## config.mk

```make
export PLATFORM = sky130hd
export DESIGN_NAME = axis_pkt_rr_arbiter
export DESIGN_NICKNAME = d
export VERILOG_FILES = /design/src/rtl/axis_pkt_rr_arbiter.sv
export SDC_FILE = /design/constraint.sdc
export NUM_CORES = 1
export LEC_CHECK = 0
export CAP_MARGIN = 20
export CORE_AREA = 5 5 146 148
export DETAILED_ROUTE_END_ITERATION = 12
export DIE_AREA = 0 0 151 153
export HOLD_SLACK_MARGIN = 0.05
export PLACE_DENSITY = 0.57
export SETUP_SLACK_MARGIN = 0.05
export SYNTH_ARGS = -nofsm -noshare
export SYNTH_HDL_FRONTEND = slang
export SYNTH_SLANG_ARGS = --single-unit
```

## constraint.sdc

```tcl
create_clock -name clk -period 2.92 [get_ports clk]
set_input_delay 0.584 -clock clk [delete_from_list [all_inputs] [get_ports clk]]
set_output_delay 0.584 -clock clk [all_outputs]
set_load 0.01 [all_outputs]
```

## src/rtl/axis_pkt_rr_arbiter.sv

```systemverilog
// axis_pkt_rr_arbiter: packet-level round-robin arbiter in front of a shared
// AXIS datapath. One whole packet (first beat through tlast) is passed per
// grant, then the pointer rotates past the granted port. Packets longer than
// MAX_BEATS are cut with a forced tlast and the remainder is discarded.
// Optional per-port statistics: define AXIS_PKT_RR_ARBITER_STATS_EN.
module axis_pkt_rr_arbiter #(
    parameter int NUM_PORTS  = 4,
    parameter int DATA_BYTES = 8,
    parameter int MAX_BEATS  = 256,
    localparam int IDX_W = (NUM_PORTS > 1) ? $clog2(NUM_PORTS) : 1,
    localparam int DW    = DATA_BYTES * 8
) (
    input  logic                             clk,
    input  logic                             sreset,
    input  logic [NUM_PORTS-1:0]             in_tvalid,
    output logic [NUM_PORTS-1:0]             in_tready,
    input  logic [NUM_PORTS*DW-1:0]          in_tdata,
    input  logic [NUM_PORTS*DATA_BYTES-1:0]  in_tkeep,
    input  logic [NUM_PORTS-1:0]             in_tlast,
    output logic                             out_tvalid,
    input  logic                             out_tready,
    output logic [DW-1:0]                    out_tdata,
    output logic [DATA_BYTES-1:0]            out_tkeep,
    output logic                             out_tlast,
    output logic                             grant_valid,
    output logic [IDX_W-1:0]                 grant_idx,
    output logic                             oversize,
    output logic [IDX_W-1:0]                 oversize_port
`ifdef AXIS_PKT_RR_ARBITER_STATS_EN
    ,
    output logic [NUM_PORTS*32-1:0]          pkt_count,
    output logic [NUM_PORTS*32-1:0]          drop_beats,
    input  logic                             stats_clear
`endif
);

    generate
        if (NUM_PORTS < 1 || NUM_PORTS > 16) begin : g_bad_num_ports
            $error("axis_pkt_rr_arbiter: NUM_PORTS must be in 1..16");
        end
        if (MAX_BEATS < 2 || MAX_BEATS > 65535) begin : g_bad_max_beats
            $error("axis_pkt_rr_arbiter: MAX_BEATS must be in 2..65535");
        end
    endgenerate

    typedef enum logic [1:0] {IDLE, PASS, FLUSH} state_t;

    state_t           state_q, state_d;
    logic [IDX_W-1:0] grant_q, grant_d;
    logic [IDX_W-1:0] rr_ptr_q, rr_ptr_d;
    logic [15:0]      beat_cnt_q, beat_cnt_d;
    logic             oversize_q, oversize_d;
    logic [IDX_W-1:0] ovp_q, ovp_d;

    // Per-port views of the flat source buses.
    logic [NUM_PORTS-1:0][DW-1:0]         tdata_a;
    logic [NUM_PORTS-1:0][DATA_BYTES-1:0] tkeep_a;
    assign tdata_a = in_tdata;
    assign tkeep_a = in_tkeep;

    logic [2*NUM_PORTS-1:0] req_rot;
    logic [IDX_W-1:0]       pick_off;
    logic [IDX_W:0]         pick_sum;
    logic [IDX_W-1:0]       pick;
    logic [IDX_W-1:0]       next_rr;
    logic                   at_max;

    assign at_max  = (beat_cnt_q == 16'(MAX_BEATS - 1));
    // Pointer moves one past the port that just finished; constant 0 for one port.
    assign next_rr = (grant_q == IDX_W'(NUM_PORTS - 1)) ? '0 : grant_q + 1'b1;

    // Round-robin pick: rotate requests so rr_ptr lands at bit 0, take the lowest set bit.
    always_comb begin
        req_rot  = {in_tvalid, in_tvalid} >> rr_ptr_q;
        pick_off = '0;
        for (int k = NUM_PORTS - 1; k >= 0; k--) begin
            if (req_rot[k]) pick_off = IDX_W'(k);
        end
        pick_sum = {1'b0, rr_ptr_q} + {1'b0, pick_off};
        if (pick_sum >= (IDX_W + 1)'(NUM_PORTS)) pick_sum = pick_sum - (IDX_W + 1)'(NUM_PORTS);
        pick = pick_sum[IDX_W-1:0];
    end

    // Next-state and combinational datapath steering for IDLE/PASS/FLUSH.
    always_comb begin
        state_d    = state_q;
        grant_d    = grant_q;
        rr_ptr_d   = rr_ptr_q;
        beat_cnt_d = beat_cnt_q;
        oversize_d = 1'b0;
        ovp_d      = ovp_q;
        in_tready  = '0;
        out_tvalid = 1'b0;
        out_tdata  = tdata_a[grant_q];
        out_tkeep  = tkeep_a[grant_q];
        out_tlast  = 1'b0;
        case (state_q)
            IDLE: begin
                if (|in_tvalid) begin
                    grant_d    = pick;
                    beat_cnt_d = '0;
                    state_d    = PASS;
                end
            end
            PASS: begin
                out_tvalid         = in_tvalid[grant_q];
                in_tready[grant_q] = out_tready;
                // The last allowed beat always closes the packet downstream.
                out_tlast          = in_tlast[grant_q] | at_max;
                if (out_tvalid && out_tready) begin
                    beat_cnt_d = beat_cnt_q + 16'd1;
                    if (in_tlast[grant_q]) begin
                        state_d  = IDLE;
                        rr_ptr_d = next_rr;
                    end else if (at_max) begin
                        oversize_d = 1'b1;
                        ovp_d      = grant_q;
                        state_d    = FLUSH;
                    end
                end
            end
            FLUSH: begin
                // Drain the rest of the runaway packet; nothing reaches the output.
                in_tready[grant_q] = 1'b1;
                if (in_tvalid[grant_q] && in_tlast[grant_q]) begin
                    state_d  = IDLE;
                    rr_ptr_d = next_rr;
                end
            end
            default: state_d = IDLE;
        endcase
    end

    // Control registers with synchronous reset.
    always_ff @(posedge clk) begin
        if (sreset) begin
            state_q    <= IDLE;
            grant_q    <= '0;
            rr_ptr_q   <= '0;
            beat_cnt_q <= '0;
            oversize_q <= 1'b0;
            ovp_q      <= '0;
        end else begin
            state_q    <= state_d;
            grant_q    <= grant_d;
            rr_ptr_q   <= rr_ptr_d;
            beat_cnt_q <= beat_cnt_d;
            oversize_q <= oversize_d;
            ovp_q      <= ovp_d;
        end
    end

    assign grant_valid   = (state_q != IDLE);
    assign grant_idx     = grant_q;
    assign oversize      = oversize_q;
    assign oversize_port = ovp_q;

`ifdef AXIS_PKT_RR_ARBITER_STATS_EN
    logic [NUM_PORTS-1:0][31:0] pkt_cnt_q, pkt_cnt_d;
    logic [NUM_PORTS-1:0][31:0] drop_cnt_q, drop_cnt_d;

    // Packet completions (natural or forced tlast) and flushed beats per port; clear wins.
    always_comb begin
        pkt_cnt_d  = pkt_cnt_q;
        drop_cnt_d = drop_cnt_q;
        if (stats_clear) begin
            pkt_cnt_d  = '0;
            drop_cnt_d = '0;
        end else begin
            if (state_q == PASS && out_tvalid && out_tready && out_tlast)
                pkt_cnt_d[grant_q] = pkt_cnt_q[grant_q] + 32'd1;
            if (state_q == FLUSH && in_tvalid[grant_q])
                drop_cnt_d[grant_q] = drop_cnt_q[grant_q] + 32'd1;
        end
    end

    // Statistics registers.
    always_ff @(posedge clk) begin
        if (sreset) begin
            pkt_cnt_q  <= '0;
            drop_cnt_q <= '0;
        end else begin
            pkt_cnt_q  <= pkt_cnt_d;
            drop_cnt_q <= drop_cnt_d;
        end
    end

    assign pkt_count  = pkt_cnt_q;
    assign drop_beats = drop_cnt_q;
`endif

endmodule

```

# After elaboration in Yosys (flattened, before gate mapping)
# Index checks and enable logic that the tools add are counted.
# classes
n_reduce_logical	14
shifts	1
muxes	33
add_sub_neg	4
magnitude_cmp	3
n_bitwise	5
n_eq_ne	9
# ops
cell	n
$bmux W64 S2	1
$mux W64	1
$mux W16	2
$pmux W16 S2	1
$mux W2	14
$add A16 B1 Y16 const B	1
$bmux W8 S2	1
$eq A16 B8 Y1 const B	1
$reduce_and A4 Y1	3
$mux W8	1
$ne A2 B2 Y1 const B	4
$pmux W4 S2	1
$reduce_or A4 Y1	2
$shr A8 B2 Y4	1
$mux W1	6
$pmux W2 S3	1
$reduce_bool A2 Y1	3
$and A4 B4 Y4	1
$bmux W1 S2	2
$eq A2 B2 Y1 const B	2
$pmux W2 S2	1
$add A2 B2 Y3	1
$ge A3 B3 Y1 const B	1
$logic_and A1 B1 Y1	3
12 further kinds	14
# word_totals
out_inout_bits	84
inputBits	299
regBits	25
word_cells	75

# Depth between registers and ports, before layout
# logic_depth
depth_word	8
ltp_mapped	10

# Worst setup path after synthesis
# No wires, ideal clock.
# synth_path
path_type	register -> output
startpoint	reg grant_q[0], in the netlist grant_idx[0]
endpoint	out out_tdata[24]
stages_incl_launch_ff	5
path_buffers	3
slack_ps	584
arrival_time_ps	1752
path_cell_list	dfxtp_1 -> buf_2 -> buf_2 -> buf_2 -> mux4_2
# synth_between
elab_chain_len	2
# synth_lines
item	line	source
start: declaration	49	logic [IDX_W-1:0] grant_q, grant_d;
start signal: assignment	145	grant_q <= grant_d;
$bmux W64 S2	94	out_tdata = tdata_a[grant_q];
$mux W64 (not written as such)	94	
end: declaration	22	output logic [DW-1:0] out_tdata,
# No other way between the ends. The select of a mux whose other input is x is not followed.

# Worst setup path in the final report
# layout_path
startpoint	reg grant_q[0], in the netlist grant_idx[0]
endpoint	out out_tdata[12]
# Same word-level chain as after synthesis.

==> results.yml <==
place:
  place_inst: 930
  portBuffers: 382
  dp_hpwl_mm: 21.98
  place.gp.congestion: 0.9929
logic_synthesis:
  synth_edf_count: 0
  synth-async-reset-ratio_pct: 0
  yosysWarnings: 0
  ys_ff_latch: 25
  synth_area_leaders: "mux4_2 (49%), dfxtp_1 (15%), xnor2_1 (3.6%)"
  seq_area_frac_synth_pct: 14.72
  synth_top_area_cell: "mux4_2"
  synthCells: 285
  syn_area_mm2: 0.003400
  netlist.area_leader.share_pct: 49.02
  synth_nets: 593
  syn_avg_cell_area_um2: 11.93
  synth.distinct_cells: 47
  synthFlopType: "dfxtp_1"
worst_setup_path:
  path_class: "reg -> out"
  cp_max_fo: 12
  rrSetupSlack_ns: 0.70
  cp.arrival_ns: 2.19
  critPathLaunchType: "flip-flop"
  worstPathRequired_ns: 2.34
  end_kind: "output pin"
grt:
  grt_usage_pct: 20.47
  grt_pass1_vias: 4595
  grt.overflow.total: 0
  grt_pass1_wl_mm: 34.40
  grt_max_degree: 53
  antenna_found_initial: 16
cts:
  cts_hold_buf: 0
  clk_latency_ns: 0.26
  clk_pin_slew_ns: 0.07
  clk_path_buf_depth: 2
  clkSinkCount: 25
  h-tree-depth: 1
  cts_root_buffer: "clkbuf_16"
  numCtsBuffers: 3
  cts_tree: "done"
run_status:
  status: "complete, no violations"
job:
  max_cap_viol_count: 0
layout:
  mostFrequentLayoutCell: "clkdlybuf4s50_1"
  regArea_um2: 508.0
  fin_nets: 974
  fin_cells: 944
  multi_input_comb_area_mm2: 0.002714
  num-fill-cells: 1988
  syn2layout_area_growth_pct: 128.1
  mostFrequentLayoutCells: "clkdlybuf4s50_1 (382), mux4_2 (74), nor2_1 (24)"
  drive_gt1_share_pct: 16.39
hold_path:
  hold_class: "reg -> reg"
floorplanning:
  num_rows: 52
  die_h_um: 153
  fp.dieW_um: 151
  ios: 383
  start_util_pct: 17.08
  die_area_mm2: 0.02310
  core_region_area_mm2: 0.01991
sta:
  fin_crit_sh_pct: 94.99
  slew_headroom_pct: 32.23
  slew_viol_final: 0
  hold_viol_final: 0
  rsz0062_at_grt: "false"
  finalCriticalPeriod_ns: 2.774
  fmax_ghz: 0.3605
  setup_viol: 0
  tightest_slew_ns: 1.014
  timing.setup.tns_ns: 0
  worst_clock_skew_ns: 0.003666
power:
  ir_worst_vdd_mv: 0.3506
  powerDensity_mw_per_mm2: 656.6
  power_leakage_nw: 2.613
drt:
  wirelength_mm: 25.43
  first_iter_violations: 407
  dr.pass1.iters: 4
  wire_per_inst_um: 26.94
  via_count: 4394
  postRouteAntennaNets: 0
  drc: 0
  vias_per_cell: 4.655
[cell families after synthesis]
logic type,Yosys count,share of synthesized area (%)
multiplexers,82,51.45
buffers and inverters,36,5.447
AO/OA/AOI/OAI,27,5.705
adder cells (fa/ha/maj),10,3.607
XOR/XNOR,14,3.607
flip-flops,25,14.72
AND/OR/NAND/NOR,91,15.46
[through the flow]
step	total power (W)	setup WS, ns	hold WS (ns)	util (%)	area (um2)
after floorplan	0.002587	0.5845	0.4669	-	3400
after global placement	0.004748	0.1533	0.4779	38.36	7637
final	0.005091	0.1464	0.5229	38.95	7754
after detailed placement	0.004753	0.09762	0.5095	38.36	7637
after global routing	0.005333	0.06769	0.5635	38.88	7741
after CTS	0.005138	0.1232	0.5256	38.83	7731
[registers in the layout, summed over array words and instances, names as in the netlist]
signal,flops
oversize,1
oversize_port,2
rr_ptr_q,2
beat_cnt_q,16
grant_idx,2
state_q,2
[area by class of cell]
cell class / count / area share, %
inverter: 7 / 0.3389
antenna: 9 / 0.2905
sequential: 25 / 6.552
timing repair buffer: 405 / 52.44
clock buffer: 4 / 1.017
tap: 270 / 4.357
multi-input combinational: 224 / 35.00
[worst paths after layout]
path / start / endpoint / cells after the start
max: grant_idx[0]$_SDFFE_PP0P_ / out_tdata[12] / 3
min: beat_cnt_q[0]$_SDFFE_PP0P_ / beat_cnt_q[0]$_SDFFE_PP0P_ / 2
max reg2reg: grant_idx[0]$_SDFFE_PP0P_ / beat_cnt_q[9]$_SDFFE_PP0P_ / 7
min reg2reg: beat_cnt_q[0]$_SDFFE_PP0P_ / beat_cnt_q[0]$_SDFFE_PP0P_ / 2
[metal layers]
layer,global-route usage [%],up-vias,part of all wire (%)
met5,0,-,0.41
met4,4.059,18,1.8
met3,8.913,40,13
met2,33.26,228,48
met1,25.29,2167,38
li1,-,1941,-
[cell usage after synthesis, drive strengths merged (2+ instances only)]
| library cell | number |
|---|---|
| and4 | 4 |
| nand2b | 4 |
| nand3 | 8 |
| dfxtp | 25 |
| nand2 | 12 |
| clkbuf | 12 |
| nor4 | 12 |
| and3 | 2 |
| inv | 7 |
| mux4 | 74 |
| nand4 | 4 |
| ha | 9 |
| nor2 | 25 |
| mux2 | 2 |
| a21oi | 5 |
| and2 | 7 |
| o31ai | 2 |
| nor3b | 3 |
| buf | 17 |
| nor3 | 6 |
| mux2i | 6 |
| xnor2 | 14 |
| a31oi | 2 |
| o21ai | 5 |
| a21o | 3 |
[critical path, cell delays in order, from the launching register on]
cell,delay (ns)
dfxtp_4,0.58
buf_4,0.26
mux4_2,0.52
clkdlybuf4s50_1,0.55
[power by group]
group,internal (W),total [W],switching [W]
registers,0.000387,0.000536,0.000149
logic,0.00252,0.00425,0.00173
clock network,0.000187,0.000309,0.000123
total,0.00309,0.00509,0.00200
[timing repair]
action | in CTS | in global routing
setup buffers | 1 | 0
setup endpoints to repair | 16 | 0
resized for setup | 0 | 0
No activity file was read; power rests on OpenSTA's default activity.
==> RTL change: new RTL, config.mk and constraints unchanged <==
Change the parameter `DATA_BYTES` from 8 to 7.
--- a/src/rtl/axis_pkt_rr_arbiter.sv
+++ b/src/rtl/axis_pkt_rr_arbiter.sv
@@ -6,5 +6,5 @@
 module axis_pkt_rr_arbiter #(
     parameter int NUM_PORTS  = 4,
-    parameter int DATA_BYTES = 8,
+    parameter int DATA_BYTES = 7,
     parameter int MAX_BEATS  = 256,
     localparam int IDX_W = (NUM_PORTS > 1) ? $clog2(NUM_PORTS) : 1,
Interface: changed (resized in_tdata, in_tkeep, out_tdata and out_tkeep); port bits go from 383 to 338. No check against the original RTL was run, so the function may have changed too.
==> RTL change against the unedited design <==
- routed wire length shrank 14%
- power shrank 11%
- largest cell class unchanged
- setup slack lost 0.052 ns
- sequential share of layout area grew 0.67 points
- maximum frequency shrank 1.8%
- critical path depth grew 1
- utilization shrank 3.6 points
- global-route usage shrank 3.0 points
- sequential cell count is the same
- cell area shrank 9.3%
- die area is the same
- critical endpoint is now out_tvalid
- clock skew shrank 0.00051 ns
- synthesized area shrank 6.2%
==> RTL change: results (changes against the unedited design) <==
| Metric | Value |
|---|---|
| Share of layout cells above drive strength 1 | `0.1601 (-0.003844)` |
| Tot GR Track Use | `0.1744 (-0.03030)` |
| Synth warn | `0 (unchanged)` |
| WL/cell | `24.76 um (-8.1%)` |
| Hpwl dp | `18780 um (-15%)` |
| Async SR Flop Fraction | `0 (unchanged)` |
| Post-CTS Setup Bufs | `0 (-1)` |
| Synth unique cells | `46 (-2.1%)` |
| Syn_nets | `546 (-7.9%)` |
| FILL cells | `1993 (+0.25%)` |
| M1 wire length | `7867 um (-18%)` |
| Met1 usage | `0.1972 (-0.05577)` |
| VDD IR max | `0.0003036 V (-13%)` |
| Root buffer cell | `clkbuf_16` |
| Layout Nets | `879 (-9.8%)` |
| Pleak | `2.362 nW (-9.6%)` |
| Met2 wire len | `10890 um (-9.9%)` |
| Initial drt markers | `182 (-55%)` |
| GPL Wtd Cong | `0.9367 (-5.7%)` |
| Port Buffers | `337 (-12%)` |
| Crit path from | `in_tvalid[3]` |
| Hold Vio Cnt, Final | `0 (unchanged)` |
| Met2 usage | `0.2969 (-0.03573)` |
| Vias in the first global route | `4283 (-6.8%)` |
| Top cells by count, synth | `mux4_2 (65), dfxtp_1 (25), nor2_1 (24)` |
| Worst Setup EP | `out_tvalid` |
| Vias | `4034 (-8.2%)` |
| First-pass GRT wire length | `29660 um (-14%)` |
| Post-synthesis sequential area ratio | `0.1570 (+0.009765)` |
| Max incr delay on CP | `0.53 ns (-0.05 ns)` |
| Final Power | `4.541 mW (-11%)` |
| Crit path max fanout | `2 (-10)` |
| Clock network power share | `0.069 (+0.008)` |
| Outcome | `completed` |
| Met3 WL post-DR | `2393 um (-25%)` |
| Worst EP arrival | `2.24 ns (+0.05 ns)` |
| Pin count of the biggest net entering global routing | `67 (+26%)` |
| Total internal power | `2.761 mW (-11%)` |
| Dpl cell area | `6922 um2 (-9.4%)` |
| Crit path max-delay cell type | `mux4_2` |
| Layout Skew | `0.003156 ns (-0.0005095 ns)` |
| Power Sequential | `495 uW (-7.6%)` |
| Top post-synthesis cells by area | `mux4_2 (46%), dfxtp_1 (16%), xnor2_1 (3.8%), ha_1 (3.5%), nor2_1 (2.8%)` |
| Clk buf depth | `2 (unchanged)` |
| Normalized max-slew margin | `0.3021 (-0.02022)` |
| RR Endpoint | `beat_cnt_q[12]$_SDFFE_PP0P_` |
| Reg-to-Reg Start | `state_q[1]$_SDFFE_PP0P_` |
| Min-delay src | `beat_cnt_q[1]$_SDFFE_PP0P_` |
| Post-cts resize count | `1 (+1)` |
| Met3 Usage GRT | `0.06929 (-0.01984)` |
==> RTL change: how the worst min path moves through the flow <==
| stage | cells after the start | slack (ns) | end |
|---|---|---|---|
| after global routing | 2 | 0.54 | beat_cnt_q[5]$_SDFFE_PP0P_ |
| after floorplan | 2 | 0.47 | beat_cnt_q[1]$_SDFFE_PP0P_ |
| after CTS | 2 | 0.51 | beat_cnt_q[1]$_SDFFE_PP0P_ |
| after detailed placement | 2 | 0.49 | oversize_port[0]$_SDFFE_PP0P_ |
| after global placement | 2 | 0.48 | beat_cnt_q[1]$_SDFFE_PP0P_ |
| final | 2 | 0.51 | beat_cnt_q[1]$_SDFFE_PP0P_ |
==> RTL change: through the flow <==
| stage | cells | utilization | setup slack (ns) |
|---|---|---|---|
| finish | 883 | 0.3533 | 0.09429 |
| global route | 882 | 0.3532 | 0.07346 |
| CTS | 875 | 0.3517 | 0.05644 |
| detailed placement | 871 | 0.3477 | 0.05992 |
| global placement | 871 | 0.3477 | 0.05049 |
| floorplan | 274 | - | 0.5664 |
==> RTL change: final cells by class <==
| class | instances | share of cell area |
|---|---|---|
| sequential | 25 | 0.07222 |
| antenna | 7 | 0.002490 |
| multi-input combinational | 215 | 0.3570 |
| clock buffer | 3 | 0.01067 |
| tap | 270 | 0.04803 |
| clock inverter | 1 | 0.0008894 |
| timing repair buffer | 355 | 0.5050 |
| inverter | 7 | 0.003735 |
==> RTL change: cells by family after synthesis <==
| kind of cell | Yosys count | share of synthesized area |
|---|---|---|
| and+or+nand+nor | 91 | 0.1648 |
| xor gates and xnor gates | 14 | 0.03846 |
| AOI/OAI and AO/OA | 27 | 0.06083 |
| adders and majority gates | 10 | 0.03846 |
| buffers and inverters | 34 | 0.05533 |
| DFF | 25 | 0.1570 |
| muxes | 73 | 0.4851 |
